<file path="src/rtl/jedro_1_pkg.sv">
// jedro_1_pkg: shared opcodes, funct codes, enums and decode helpers for the jedro_1 core
package jedro_1_pkg;
  localparam logic [6:0] OPC_LOAD     = 7'h03;
  localparam logic [6:0] OPC_MISC_MEM = 7'h0F;
  localparam logic [6:0] OPC_OP_IMM   = 7'h13;
  localparam logic [6:0] OPC_AUIPC    = 7'h17;
  localparam logic [6:0] OPC_STORE    = 7'h23;
  localparam logic [6:0] OPC_OP       = 7'h33;
  localparam logic [6:0] OPC_LUI      = 7'h37;
  localparam logic [6:0] OPC_BRANCH   = 7'h63;
  localparam logic [6:0] OPC_JALR     = 7'h67;
  localparam logic [6:0] OPC_JAL      = 7'h6F;
  localparam logic [6:0] OPC_SYSTEM   = 7'h73;
  localparam logic [2:0] F3_ADD  = 3'b000;
  localparam logic [2:0] F3_SLL  = 3'b001;
  localparam logic [2:0] F3_SLT  = 3'b010;
  localparam logic [2:0] F3_SLTU = 3'b011;
  localparam logic [2:0] F3_XOR  = 3'b100;
  localparam logic [2:0] F3_SR   = 3'b101;
  localparam logic [2:0] F3_OR   = 3'b110;
  localparam logic [2:0] F3_AND  = 3'b111;
  localparam logic [2:0] F3_BEQ  = 3'b000;
  localparam logic [2:0] F3_BNE  = 3'b001;
  localparam logic [2:0] F3_BLT  = 3'b100;
  localparam logic [2:0] F3_BGE  = 3'b101;
  localparam logic [2:0] F3_BLTU = 3'b110;
  localparam logic [2:0] F3_BGEU = 3'b111;
  localparam logic [2:0] F3_B    = 3'b000;
  localparam logic [2:0] F3_H    = 3'b001;
  localparam logic [2:0] F3_W    = 3'b010;
  localparam logic [2:0] F3_BU   = 3'b100;
  localparam logic [2:0] F3_HU   = 3'b101;
  localparam logic [6:0] F7_BASE = 7'h00;
  localparam logic [6:0] F7_ALT  = 7'h20;

  typedef enum logic [3:0] {
    ALU_ADD, ALU_SUB, ALU_SLL, ALU_SLT, ALU_SLTU,
    ALU_XOR, ALU_SRL, ALU_SRA, ALU_OR, ALU_AND
  } alu_op_t;

  typedef enum logic [1:0] {S_FETCH, S_EXEC, S_MEM} state_t;

  typedef enum logic [2:0] {IMM_I, IMM_S, IMM_B, IMM_U, IMM_J} imm_t;

  function automatic logic [31:0] imm_gen(input logic [31:0] ir, input imm_t t);
    case (t)
      IMM_S:   return {{20{ir[31]}}, ir[31:25], ir[11:7]};
      IMM_B:   return {{19{ir[31]}}, ir[31], ir[7], ir[30:25], ir[11:8], 1'b0};
      IMM_U:   return {ir[31:12], 12'b0};
      IMM_J:   return {{11{ir[31]}}, ir[31], ir[19:12], ir[20], ir[30:21], 1'b0};
      default: return {{20{ir[31]}}, ir[31:20]};
    endcase
  endfunction

  // alt selects SUB/SRA; the caller decides when the alternate encoding is meaningful
  function automatic alu_op_t alu_dec(input logic [2:0] f3, input logic alt);
    case (f3)
      F3_ADD:  return alt ? ALU_SUB : ALU_ADD;
      F3_SLL:  return ALU_SLL;
      F3_SLT:  return ALU_SLT;
      F3_SLTU: return ALU_SLTU;
      F3_XOR:  return ALU_XOR;
      F3_SR:   return alt ? ALU_SRA : ALU_SRL;
      F3_OR:   return ALU_OR;
      default: return ALU_AND;
    endcase
  endfunction
endpackage

</file>
<file path="src/rtl/jedro_1_if.sv">
// jedro_1_if: instruction and data RAM bus between the core and its memories
interface jedro_1_if #(
  parameter int ADDR_WIDTH = 32,
  parameter int DATA_WIDTH = 32
);
  logic                  imem_en_o;
  logic [ADDR_WIDTH-1:0] imem_addr_o;
  logic [DATA_WIDTH-1:0] imem_rdata_i;
  logic                  dmem_en_o;
  logic [3:0]            dmem_we_o;
  logic [ADDR_WIDTH-1:0] dmem_addr_o;
  logic [31:0]           dmem_wdata_o;
  logic [31:0]           dmem_rdata_i;
  modport master (
    output imem_en_o, imem_addr_o, dmem_en_o, dmem_we_o, dmem_addr_o, dmem_wdata_o,
    input  imem_rdata_i, dmem_rdata_i
  );
  modport slave (
    input  imem_en_o, imem_addr_o, dmem_en_o, dmem_we_o, dmem_addr_o, dmem_wdata_o,
    output imem_rdata_i, dmem_rdata_i
  );
endinterface

</file>
<file path="src/rtl/jedro_1_alu.sv">
// jedro_1_alu: combinational RV32I integer ALU
module jedro_1_alu
  import jedro_1_pkg::*;
(
  input  logic [31:0] a_i,
  input  logic [31:0] b_i,
  input  alu_op_t     op_i,
  output logic [31:0] y_o
);
  logic [4:0] sh;
  assign sh = b_i[4:0];
  // select the operation result
  always_comb begin
    case (op_i)
      ALU_SUB:  y_o = a_i - b_i;
      ALU_SLL:  y_o = a_i << sh;
      ALU_SLT:  y_o = {31'd0, $signed(a_i) < $signed(b_i)};
      ALU_SLTU: y_o = {31'd0, a_i < b_i};
      ALU_XOR:  y_o = a_i ^ b_i;
      ALU_SRL:  y_o = a_i >> sh;
      ALU_SRA:  y_o = $unsigned($signed(a_i) >>> sh);
      ALU_OR:   y_o = a_i | b_i;
      ALU_AND:  y_o = a_i & b_i;
      default:  y_o = a_i + b_i;
    endcase
  end
endmodule

</file>
<file path="src/rtl/jedro_1_regfile.sv">
// jedro_1_regfile: x1..x31 storage, two async read ports, one sync write port, x0 hardwired to zero
module jedro_1_regfile (
  input  logic        clk_i,
  input  logic        rst_i,
  input  logic [4:0]  ra1_i,
  input  logic [4:0]  ra2_i,
  input  logic [4:0]  wa_i,
  input  logic        we_i,
  input  logic [31:0] wd_i,
  output logic [31:0] rd1_o,
  output logic [31:0] rd2_o
);
  logic [31:0] regfile [0:30];
  assign rd1_o = ra1_i == 5'd0 ? 32'd0 : regfile[ra1_i - 5'd1];
  assign rd2_o = ra2_i == 5'd0 ? 32'd0 : regfile[ra2_i - 5'd1];
  // clear everything on reset, otherwise write rd unless it is x0
  always_ff @(posedge clk_i) begin
    if (rst_i) begin
      for (int i = 0; i < 31; i++) regfile[i] <= '0;
    end else if (we_i && wa_i != 5'd0) begin
      regfile[wa_i - 5'd1] <= wd_i;
    end
  end
endmodule

</file>
<file path="src/rtl/jedro_1_core.sv">
// jedro_1_core: multi-cycle RV32I core with FETCH/EXEC/MEM sequencing
module jedro_1_core
  import jedro_1_pkg::*;
#(
  parameter int                    DATA_WIDTH = 32,
  parameter int                    ADDR_WIDTH = 32,
  parameter logic [ADDR_WIDTH-1:0] BOOT_ADDR  = 32'h0000_0000
) (
  input  logic      clk_i,
  input  logic      rst_i,
  jedro_1_if.master bus
);
  state_t                state_q, state_d;
  logic [ADDR_WIDTH-1:0] pc_q, pc_d, pc_4;
  logic [31:0]           ir_q, ir;
  logic [6:0]            opc;
  logic [4:0]            rd, rs1, rs2;
  logic [2:0]            f3;
  logic [31:0]           imm_i, imm_s, imm_b, imm_u, imm_j;
  logic [DATA_WIDTH-1:0] rs1_v, rs2_v, alu_b, alu_y, rf_wd, ld_sh;
  logic                  rf_we, take;
  alu_op_t               alu_op;
  logic [1:0]            off;
  logic [7:0]            ld_byte;
  logic [15:0]           ld_h;
  logic                  imem_en, dmem_en;
  logic [3:0]            dmem_we;
  logic [31:0]           dmem_addr, dmem_wdata;

  // in MEM the instruction RAM output is no longer ours, so use the latched word
  assign ir    = state_q == S_MEM ? ir_q : bus.imem_rdata_i;
  assign opc   = ir[6:0];
  assign rd    = ir[11:7];
  assign f3    = ir[14:12];
  assign rs1   = ir[19:15];
  assign rs2   = ir[24:20];
  assign imm_i = imm_gen(ir, IMM_I);
  assign imm_s = imm_gen(ir, IMM_S);
  assign imm_b = imm_gen(ir, IMM_B);
  assign imm_u = imm_gen(ir, IMM_U);
  assign imm_j = imm_gen(ir, IMM_J);
  assign pc_4  = pc_q + 4;

  jedro_1_regfile u_rf (
    .clk_i (clk_i),
    .rst_i (rst_i),
    .ra1_i (rs1),
    .ra2_i (rs2),
    .wa_i  (rd),
    .we_i  (rf_we),
    .wd_i  (rf_wd),
    .rd1_o (rs1_v),
    .rd2_o (rs2_v)
  );

  // ADDI with a negative immediate sets ir[30], so only OP may select SUB
  assign alu_b  = (state_q == S_MEM || opc == OPC_LOAD || opc == OPC_JALR || opc == OPC_OP_IMM) ? imm_i :
                  opc == OPC_STORE ? imm_s : rs2_v;
  assign alu_op = opc == OPC_OP_IMM ? alu_dec(f3, ir[30] && f3 == F3_SR) :
                  opc == OPC_OP     ? alu_dec(f3, ir[30]) : ALU_ADD;

  jedro_1_alu u_alu (
    .a_i  (rs1_v),
    .b_i  (alu_b),
    .op_i (alu_op),
    .y_o  (alu_y)
  );

  assign take    = (f3[2:1] == 2'b00 ? rs1_v == rs2_v :
                    f3[2:1] == 2'b10 ? $signed(rs1_v) < $signed(rs2_v) : rs1_v < rs2_v) ^ f3[0];
  assign off     = alu_y[1:0];
  assign ld_sh   = bus.dmem_rdata_i >> {off, 3'b000};
  assign ld_byte = ld_sh[7:0];
  assign ld_h    = off[1] ? bus.dmem_rdata_i[31:16] : bus.dmem_rdata_i[15:0];

  // state, PC and latched instruction; reset discards any in-flight instruction
  always_ff @(posedge clk_i) begin
    if (rst_i) begin
      state_q <= S_FETCH;
      pc_q    <= BOOT_ADDR;
      ir_q    <= '0;
    end else begin
      state_q <= state_d;
      pc_q    <= pc_d;
      if (state_q == S_EXEC) ir_q <= bus.imem_rdata_i;
    end
  end

  // next state, PC, writeback and memory requests
  always_comb begin
    state_d    = state_q;
    pc_d       = pc_q;
    rf_we      = 1'b0;
    rf_wd      = alu_y;
    imem_en    = 1'b0;
    dmem_en    = 1'b0;
    dmem_we    = 4'b0000;
    dmem_addr  = '0;
    dmem_wdata = '0;
    case (state_q)
      S_FETCH: begin
        imem_en = 1'b1;
        state_d = S_EXEC;
      end
      S_EXEC: begin
        state_d = S_FETCH;
        pc_d    = pc_4;
        case (opc)
          OPC_OP_IMM, OPC_OP: rf_we = 1'b1;
          OPC_LUI: begin
            rf_we = 1'b1;
            rf_wd = imm_u;
          end
          OPC_AUIPC: begin
            rf_we = 1'b1;
            rf_wd = pc_q + imm_u;
          end
          OPC_JAL: begin
            rf_we = 1'b1;
            rf_wd = pc_4;
            pc_d  = pc_q + imm_j;
          end
          OPC_JALR: begin
            rf_we = 1'b1;
            rf_wd = pc_4;
            pc_d  = {alu_y[31:1], 1'b0};
          end
          OPC_BRANCH: pc_d = take ? pc_q + imm_b : pc_4;
          OPC_STORE: begin
            dmem_en    = 1'b1;
            dmem_addr  = {alu_y[31:2], 2'b00};
            dmem_we    = f3[1] ? 4'b1111 : f3[0] ? (off[1] ? 4'b1100 : 4'b0011) : 4'b0001 << off;
            dmem_wdata = f3[1] ? rs2_v : f3[0] ? {2{rs2_v[15:0]}} : {4{rs2_v[7:0]}};
          end
          OPC_LOAD: begin
            dmem_en   = 1'b1;
            dmem_addr = {alu_y[31:2], 2'b00};
            pc_d      = pc_q;
            state_d   = S_MEM;
          end
          default: ;
        endcase
      end
      S_MEM: begin
        rf_we   = 1'b1;
        rf_wd   = f3[1] ? bus.dmem_rdata_i :
                  f3[0] ? {{16{~f3[2] & ld_h[15]}}, ld_h} : {{24{~f3[2] & ld_byte[7]}}, ld_byte};
        pc_d    = pc_4;
        state_d = S_FETCH;
      end
      default: state_d = S_FETCH;
    endcase
  end

  assign bus.imem_en_o    = imem_en & ~rst_i;
  assign bus.imem_addr_o  = rst_i ? '0 : pc_q;
  assign bus.dmem_en_o    = dmem_en & ~rst_i;
  assign bus.dmem_we_o    = rst_i ? 4'b0000 : dmem_we;
  assign bus.dmem_addr_o  = rst_i ? '0 : dmem_addr;
  assign bus.dmem_wdata_o = rst_i ? '0 : dmem_wdata;
endmodule

</file>
<file path="src/flat_wrapper.sv">
// flat-port wrapper written by rule: the top's interface ports become plain ports
module jedro_1_core_flat import jedro_1_pkg::*;
#(
  parameter int                    DATA_WIDTH = 32,
  parameter int                    ADDR_WIDTH = 32,
  parameter logic [ADDR_WIDTH-1:0] BOOT_ADDR  = 32'h0000_0000
)
  (clk_i, rst_i, bus_imem_en_o, bus_imem_addr_o, bus_dmem_en_o, bus_dmem_we_o, bus_dmem_addr_o, bus_dmem_wdata_o, bus_imem_rdata_i, bus_dmem_rdata_i);
  jedro_1_if #(.ADDR_WIDTH(ADDR_WIDTH), .DATA_WIDTH(DATA_WIDTH)) bus_i ();
  input  logic clk_i;
  input  logic rst_i;
  output wire logic [$bits(bus_i.imem_en_o)-1:0] bus_imem_en_o;
  output wire logic [$bits(bus_i.imem_addr_o)-1:0] bus_imem_addr_o;
  output wire logic [$bits(bus_i.dmem_en_o)-1:0] bus_dmem_en_o;
  output wire logic [$bits(bus_i.dmem_we_o)-1:0] bus_dmem_we_o;
  output wire logic [$bits(bus_i.dmem_addr_o)-1:0] bus_dmem_addr_o;
  output wire logic [$bits(bus_i.dmem_wdata_o)-1:0] bus_dmem_wdata_o;
  input wire logic [$bits(bus_i.imem_rdata_i)-1:0] bus_imem_rdata_i;
  input wire logic [$bits(bus_i.dmem_rdata_i)-1:0] bus_dmem_rdata_i;
  assign bus_imem_en_o = bus_i.imem_en_o;
  assign bus_imem_addr_o = bus_i.imem_addr_o;
  assign bus_dmem_en_o = bus_i.dmem_en_o;
  assign bus_dmem_we_o = bus_i.dmem_we_o;
  assign bus_dmem_addr_o = bus_i.dmem_addr_o;
  assign bus_dmem_wdata_o = bus_i.dmem_wdata_o;
  assign bus_i.imem_rdata_i = bus_imem_rdata_i;
  assign bus_i.dmem_rdata_i = bus_dmem_rdata_i;
  jedro_1_core #(.DATA_WIDTH(DATA_WIDTH), .ADDR_WIDTH(ADDR_WIDTH), .BOOT_ADDR(BOOT_ADDR)) u_core (.clk_i(clk_i), .rst_i(rst_i), .bus(bus_i));
endmodule
</file>
<file path="config.mk">
export PLATFORM = sky130hd
export DESIGN_NAME = jedro_1_core_flat
export DESIGN_NICKNAME = d
export VERILOG_FILES = /design/src/rtl/jedro_1_pkg.sv /design/src/rtl/jedro_1_if.sv /design/src/rtl/jedro_1_alu.sv /design/src/rtl/jedro_1_regfile.sv /design/src/rtl/jedro_1_core.sv /design/src/flat_wrapper.sv
export SDC_FILE = /design/constraint.sdc
export NUM_CORES = 2
export LEC_CHECK = 0
export CORE_UTILIZATION = 30
export DETAILED_ROUTE_END_ITERATION = 8
export PLACE_DENSITY = 0.45
export RECOVER_POWER = 50
export SYNTH_ARGS = -nofsm -noshare
export SYNTH_HDL_FRONTEND = slang
export SYNTH_SLANG_ARGS = --single-unit
</file>
<file path="constraint.sdc">
create_clock -name clk_i -period 14.2 [get_ports clk_i]
set_input_delay 2.84 -clock clk_i [delete_from_list [all_inputs] [get_ports clk_i]]
set_output_delay 2.84 -clock clk_i [all_outputs]
set_load 0.1 [all_outputs]
</file>
Yosys cells after proc, flatten, opt, wreduce, memory -nomap -nowiden

Memories as Yosys holds them, arrays and structs flattened.
Index checks and enable logic that the tools add are counted.

Add/subtract/negate cells: 9
$mul: 0
Divide/modulo/power cells: 0
Magnitude comparators: 4
Equal/unequal tests: 29
Shift operators: 5
Mux-type cells: 54
Bitwise logic cells: 10
Reductions and logical operators: 17

Operator list:

| cell                  | number |
|---|---|
| $mux 32               | 18 |
| $pmux 32 s9           | 1 |
| $add 32x32->32        | 4 |
| $lt 32x32->1          | 4 |
| $pmux 32 s2           | 2 |
| $pmux 32 s4           | 1 |
| $pmux 32 s3           | 1 |
| $pmux 4 s7            | 2 |
| $add 32x3->32 const B | 1 |
| $and 32x32->32        | 1 |
| $eq 32x32->1          | 1 |
| $mux 4                | 8 |
| $or 32x32->32         | 1 |
| $reduce_or 32->1      | 1 |
| $shl 32x5->32         | 1 |
| $shr 32x5->32         | 1 |
| $shr 32x5->8          | 1 |
| $sshr 32x5->32        | 1 |
| $sub 32x32->32        | 1 |
| $xor 32x32->32        | 1 |
| $eq 7x6->1 const B    | 3 |
| $eq 7x7->1 const B    | 3 |
| $eq 4x3->1 const B    | 4 |
| $mux 1                | 16 |
| 31 further kinds      | 50 |

Register bits: 66
Bits in latches: 0
Bits in writable memories: 992
Memory bits (read-only): 0
Bits of input ports: 66
Output and inout bits: 102
Word-level logic and storage cells: 132
Memories: 1

Memories:

| name                | depth | bits a word | read ports | clocked after memory_dff | wr ports | RTL line              | RTL |
|---|---|---|---|---|---|---|---|
| u_core.u_rf.regfile | 31    | 32          | 2          | 0                        | 31       | jedro_1_regfile.sv:13 | `logic [31:0] regfile [0:30];` |

Logic depth before layout (Yosys ltp)

Depth after elaboration: 15
Gate-level depth with buffers: 39
Mapped depth without buffers: 33

Hierarchy

Synthesis repeated with hierarchy kept, for this count alone.

Cell total of the unflattened synthesis: 6457
Area, all modules: 75550.0 µm²

Modules (own cells, without submodules):

| module          | times used | cells an instance | area each (µm²) | seq. area each (µm²) |
|---|---|---|---|---|
| jedro_1_regfile | 1          | 3527              | 55111.6         | 30749.5 |
| jedro_1_core    | 1          | 1643              | 11345.9         | 1301.2 |
| jedro_1_alu     | 1          | 1287              | 9092.5          | 0.0 |

Worst setup path before layout

No wires, ideal clock.

Kind: in2out
Start: input port bus_imem_rdata_i[15]
End: output port bus_dmem_addr_o[28]
Data arrival time: 12.186 ns
Data required time: 11.360 ns
Setup slack: -0.826 ns
Cell stages on the path: 29
Path buffers: 10
Cells stage by stage: mux2i_4 > buf_8 > buf_6 > buf_4 > buf_4 > ha_1 > buf_2 > buf_1 > clkbuf_1 > clkbuf_1 > mux4_2 > o21ai_0 > a21oi_1 > nor4_1 > buf_2 > inv_1 > ha_1 > clkbuf_1 > a21oi_1 > nand2b_1 > or3_1 > a211oi_1 > nor2_1 > a2111oi_0 > o31ai_1 > a221o_1 > a31oi_1 > o22ai_1 > nor4_1

Word-level cells in the longest chain between the ends: 9
Elaborated cells on any way between the ends: 17
Classes of those cells: add/sub (3); shift (3); mux (6); bitwise (3); reduce/logical (1); memory (1)

RTL lines:

| element                                | RTL line              | RTL |
|---|---|---|
| from (decl)                            | flat_wrapper.sv:18    | `input wire logic [$bits(bus_i.imem_rdata_i)-1:0] bus_imem_rdata_i;` |
| $mux 32 *                              | jedro_1_core.sv:31    | `assign ir = state_q == S_MEM ? ir_q : bus.imem_rdata_i;` |
| $sub 5x1->5                            | jedro_1_regfile.sv:14 | `assign rd1_o = ra1_i == 5'd0 ? 32'd0 : regfile[ra1_i - 5'd1];` |
| $mem_v2 31x32                          | -                     |  |
| $mux 32 *                              | jedro_1_regfile.sv:14 |  |
| $add 32x32->32 (tied with other cells) | jedro_1_alu.sv:24     | `default: y_o = a_i + b_i;` |
| $pmux 32 s9 *                          | jedro_1_alu.sv:14     | `case (op_i)` |
| $mux 32 *                              | jedro_1_core.sv:108   | `case (opc)` |
| $mux 32 *                              | jedro_1_core.sv:100   | `case (state_q)` |
| $mux 32 *                              | jedro_1_core.sv:159   | `assign bus.dmem_addr_o = rst_i ? '0 : dmem_addr;` |
| to (decl)                              | flat_wrapper.sv:16    | `output wire logic [$bits(bus_i.dmem_addr_o)-1:0] bus_dmem_addr_o;` |

Mark *: on every way between the ends. The rest lies on a longest branch, timed or not.

==> out/qor.csv <==
metric,value,unit
clk buf depth,3,
DR vias,72500,
initial antenna violation count,30,
hold_buf cts,0,
hold depth,2,
CP required,14660,ps
Mapped Area,0.0749,mm²
die height,502,µm
status,"complete, but fails checks",
First-pass DRT Iterations,6,
fin crit share,101,%
"EDFF count, synth",1024,
Post-synth ARST share,0,%
R2R Path Start,u_core.state_q[0],
RSZ-0062 raised after global routing,false,
RePlAce Congestion,0.997,
# Post-CTS Setup Buffers,0,
crit path launch type,input pin,
YS warnings,0,
starting DRC count in detailed routing,10600,
Hold WS,491,ps
Clock Sink Count,1089,
Num CTS Buffers,137,
largest net degree at the start of global routing,81,
Peak VDD IR,0.121,mV
Hold WC Path Type,reg -> reg,
die area,0.252,mm²
Area growth syn-to-layout,16.0,%
Clk Tree Root Cell,clkbuf_16,
per-cell routed wire length,40.2,µm
DRC violations left,0,
TritonCTS clock tree,built,
Die X-Extent,502,µm
Clock Latency Late Sink,850,ps
post-route minimum period,14320,ps
crit path DAT,14790,ps
setup tns final,-3120,ps
worst setup margin,-122,ps
first-pass GRT wire length,605,mm
number of cells produced by synthesis,7653,
most frequent cells in the layout,"1296 x nor2_1, 1024 x edfxtp_1, 587 x nand2_1",
post_cts resized,0,
number of global-route vias before repair,68300,
Clock Skew,62.1,ps
Detailed Place HPWL,305,mm
Nets,8041,
post-detailed-route count of antenna-violating nets,0,
"commonest non-fill, non-tap cell in the layout",nor2_1,
sequential share of the synthesized area,42.8,%
Worst R2R End,u_core.pc_q[13],
Starting Density,30.2,%
Total Wirelength,451,mm
cell count of the worst reg-to-reg path,28,
grt ovf,0,
worst hold path endpoint,u_core.ir_q[30],
crit path kind,in -> reg,
M3 GR Usage,8.62,%
Buffers on Ports,164,
Max Clk Rate,0.0698,GHz
Max Fanout on Critical Path,66,
Worst Tran Pin Value,4400,ps
cell taking the most area after synthesis,edfxtp_1,
layout cells sized above 1,15.9,%
GR met2 Demand/Resource,53.0,%
synthesis-stage register bit count,1089,
core footprint,0.248,mm²
relative slew slack,-193,%
met1 GRT Util,44.6,%
Yosys cell types,120,
Max Cap Viol,50,
# H-tree levels,4,
Area contributors post-synth,"edfxtp_1 41%, mux4_2 9.5%, nor2_1 6.5%, a21oi_1 3.2%, ha_1 3.1%",
failing checks,"capacitance limit, slew limit, setup timing",
Leak,31.7,nW
GR peak layer,met2,
clk slew on worst S/H paths,50,ps
GRT Overall Usage,35.0,%
Power Density,133,mW/mm²
ys flop type,edfxtp_1,
Synth Area per Inst,9.79,µm²
beginning of the worst hold path,u_core.ir_q[30],
crit end category,register,
io pins,168,
R2R Setup Slk,3620,ps
# setup viols final,70,
Final Hold Viols,0,
# rows,183,
Synth top area share,41.0,%
vias per cell,6.45,
max-slew violations,1299,
==> per-stage QoR <==
step                      std cells  setup slack, ps  utilization [%]  area (µm²)  power, W
after floorplan                7687              350                -       75100   0.00592
after global placement        11000              568             33.3       82800   0.00795
after detailed placement      11000              566             33.3       82800   0.00793
after CTS                     11200              530             35.1       87200    0.0115
after global routing          11200             59.2             35.0       86900    0.0118
final                         11200             -122             35.0       86900    0.0116
==> flip-flops by register name, indices dropped and copies added, names as in the netlist <==
register and count:
u_core.u_rf.regfile 1024, u_core.ir_q 32, u_core.pc_q 31, u_core.state_q 2
==> synthesized netlist by cell type (24+ instances only) <==
master	count
a2111oi_0	24
a211oi_1	170
a21o_1	59
a21oi_1	484
a221oi_1	57
a22oi_1	24
a311oi_1	44
a31oi_1	80
and2_1	99
and3_1	51
buf_1	50
buf_2	156
buf_4	31
clkbuf_1	437
dfxtp_1	65
edfxtp_1	1024
ha_1	188
inv_1	183
mux2_2	33
mux2i_1	217
mux4_2	317
nand2_1	615
nand2b_1	61
nand3_1	215
nand4_1	24
nor2_1	1304
nor2b_1	82
nor3_1	144
o211ai_1	104
o21a_1	34
o21ai_0	422
o21bai_1	31
o221ai_1	41
o22ai_1	170
o31ai_1	24
xnor2_1	77
xor2_1	40
==> where the power goes <==
group	total (W)	leakage, nW	switching (W)	internal (W)
combinational	0.00428	18.5	0.00313	0.00115
sequential	0.00375	11.1	0.0000944	0.00366
clock	0.00355	2.10	0.00159	0.00196
total	0.0116	31.7	0.00482	0.00677
==> logic make-up after synthesis <==
family / share of synthesized area (%)
AND/OR/NAND/NOR: 16.1
AO/OA/AOI/OAI: 18.0
flip-flops: 42.8
buffers and inverters: 5.21
multiplexers: 13.2
adder cells (fa/ha/maj): 3.30
XOR/XNOR: 1.37
other: 0.00501
==> critical path, stage by stage <==
cell and delay (ps):
clkbuf_1 2560, clkbuf_1 2770, nand4b_1 370, nor2_1 150
nand2_2 80, clkbuf_1 2740, nand2b_1 2260, clkbuf_4 810
==> final cells by class <==
type | instances | area, µm²
diodes | 12 | 30.0
clock buffers | 172 | 3580
clock inverters | 69 | 815
fillers | 25200 | 162000
inverters | 206 | 788
multi-input cells | 5694 | 39800
flip-flops and latches | 1089 | 32100
well taps | 3330 | 4170
repair buffers | 654 | 5690
==> metal layers <==
metal  wire (µm)  part of all wire (%)  vias to the layer above
met5          74                 0.016                        -
met4       34200                   7.6                       12
met3       49500                    11                     1266
met2      195000                    43                     5390
met1      173000                    38                    36900
li1            -                     -                    28900
==> how the worst max path moves through the flow <==
stage,slack [ps],start,endpoint,depth (start not counted)
global placement,570,bus_imem_rdata_i[21],bus_dmem_addr_o[30],29
detailed placement,570,bus_imem_rdata_i[21],bus_dmem_addr_o[30],29
floorplan,350,bus_imem_rdata_i[15],bus_dmem_addr_o[28],29
CTS,530,bus_imem_rdata_i[21],bus_dmem_addr_o[30],29
finish,-120,rst_i,u_core.u_rf.regfile[3][23],8
global route,60,bus_imem_rdata_i[22],bus_dmem_addr_o[30],29
Note: power is estimated with default switching activity, not from simulation.
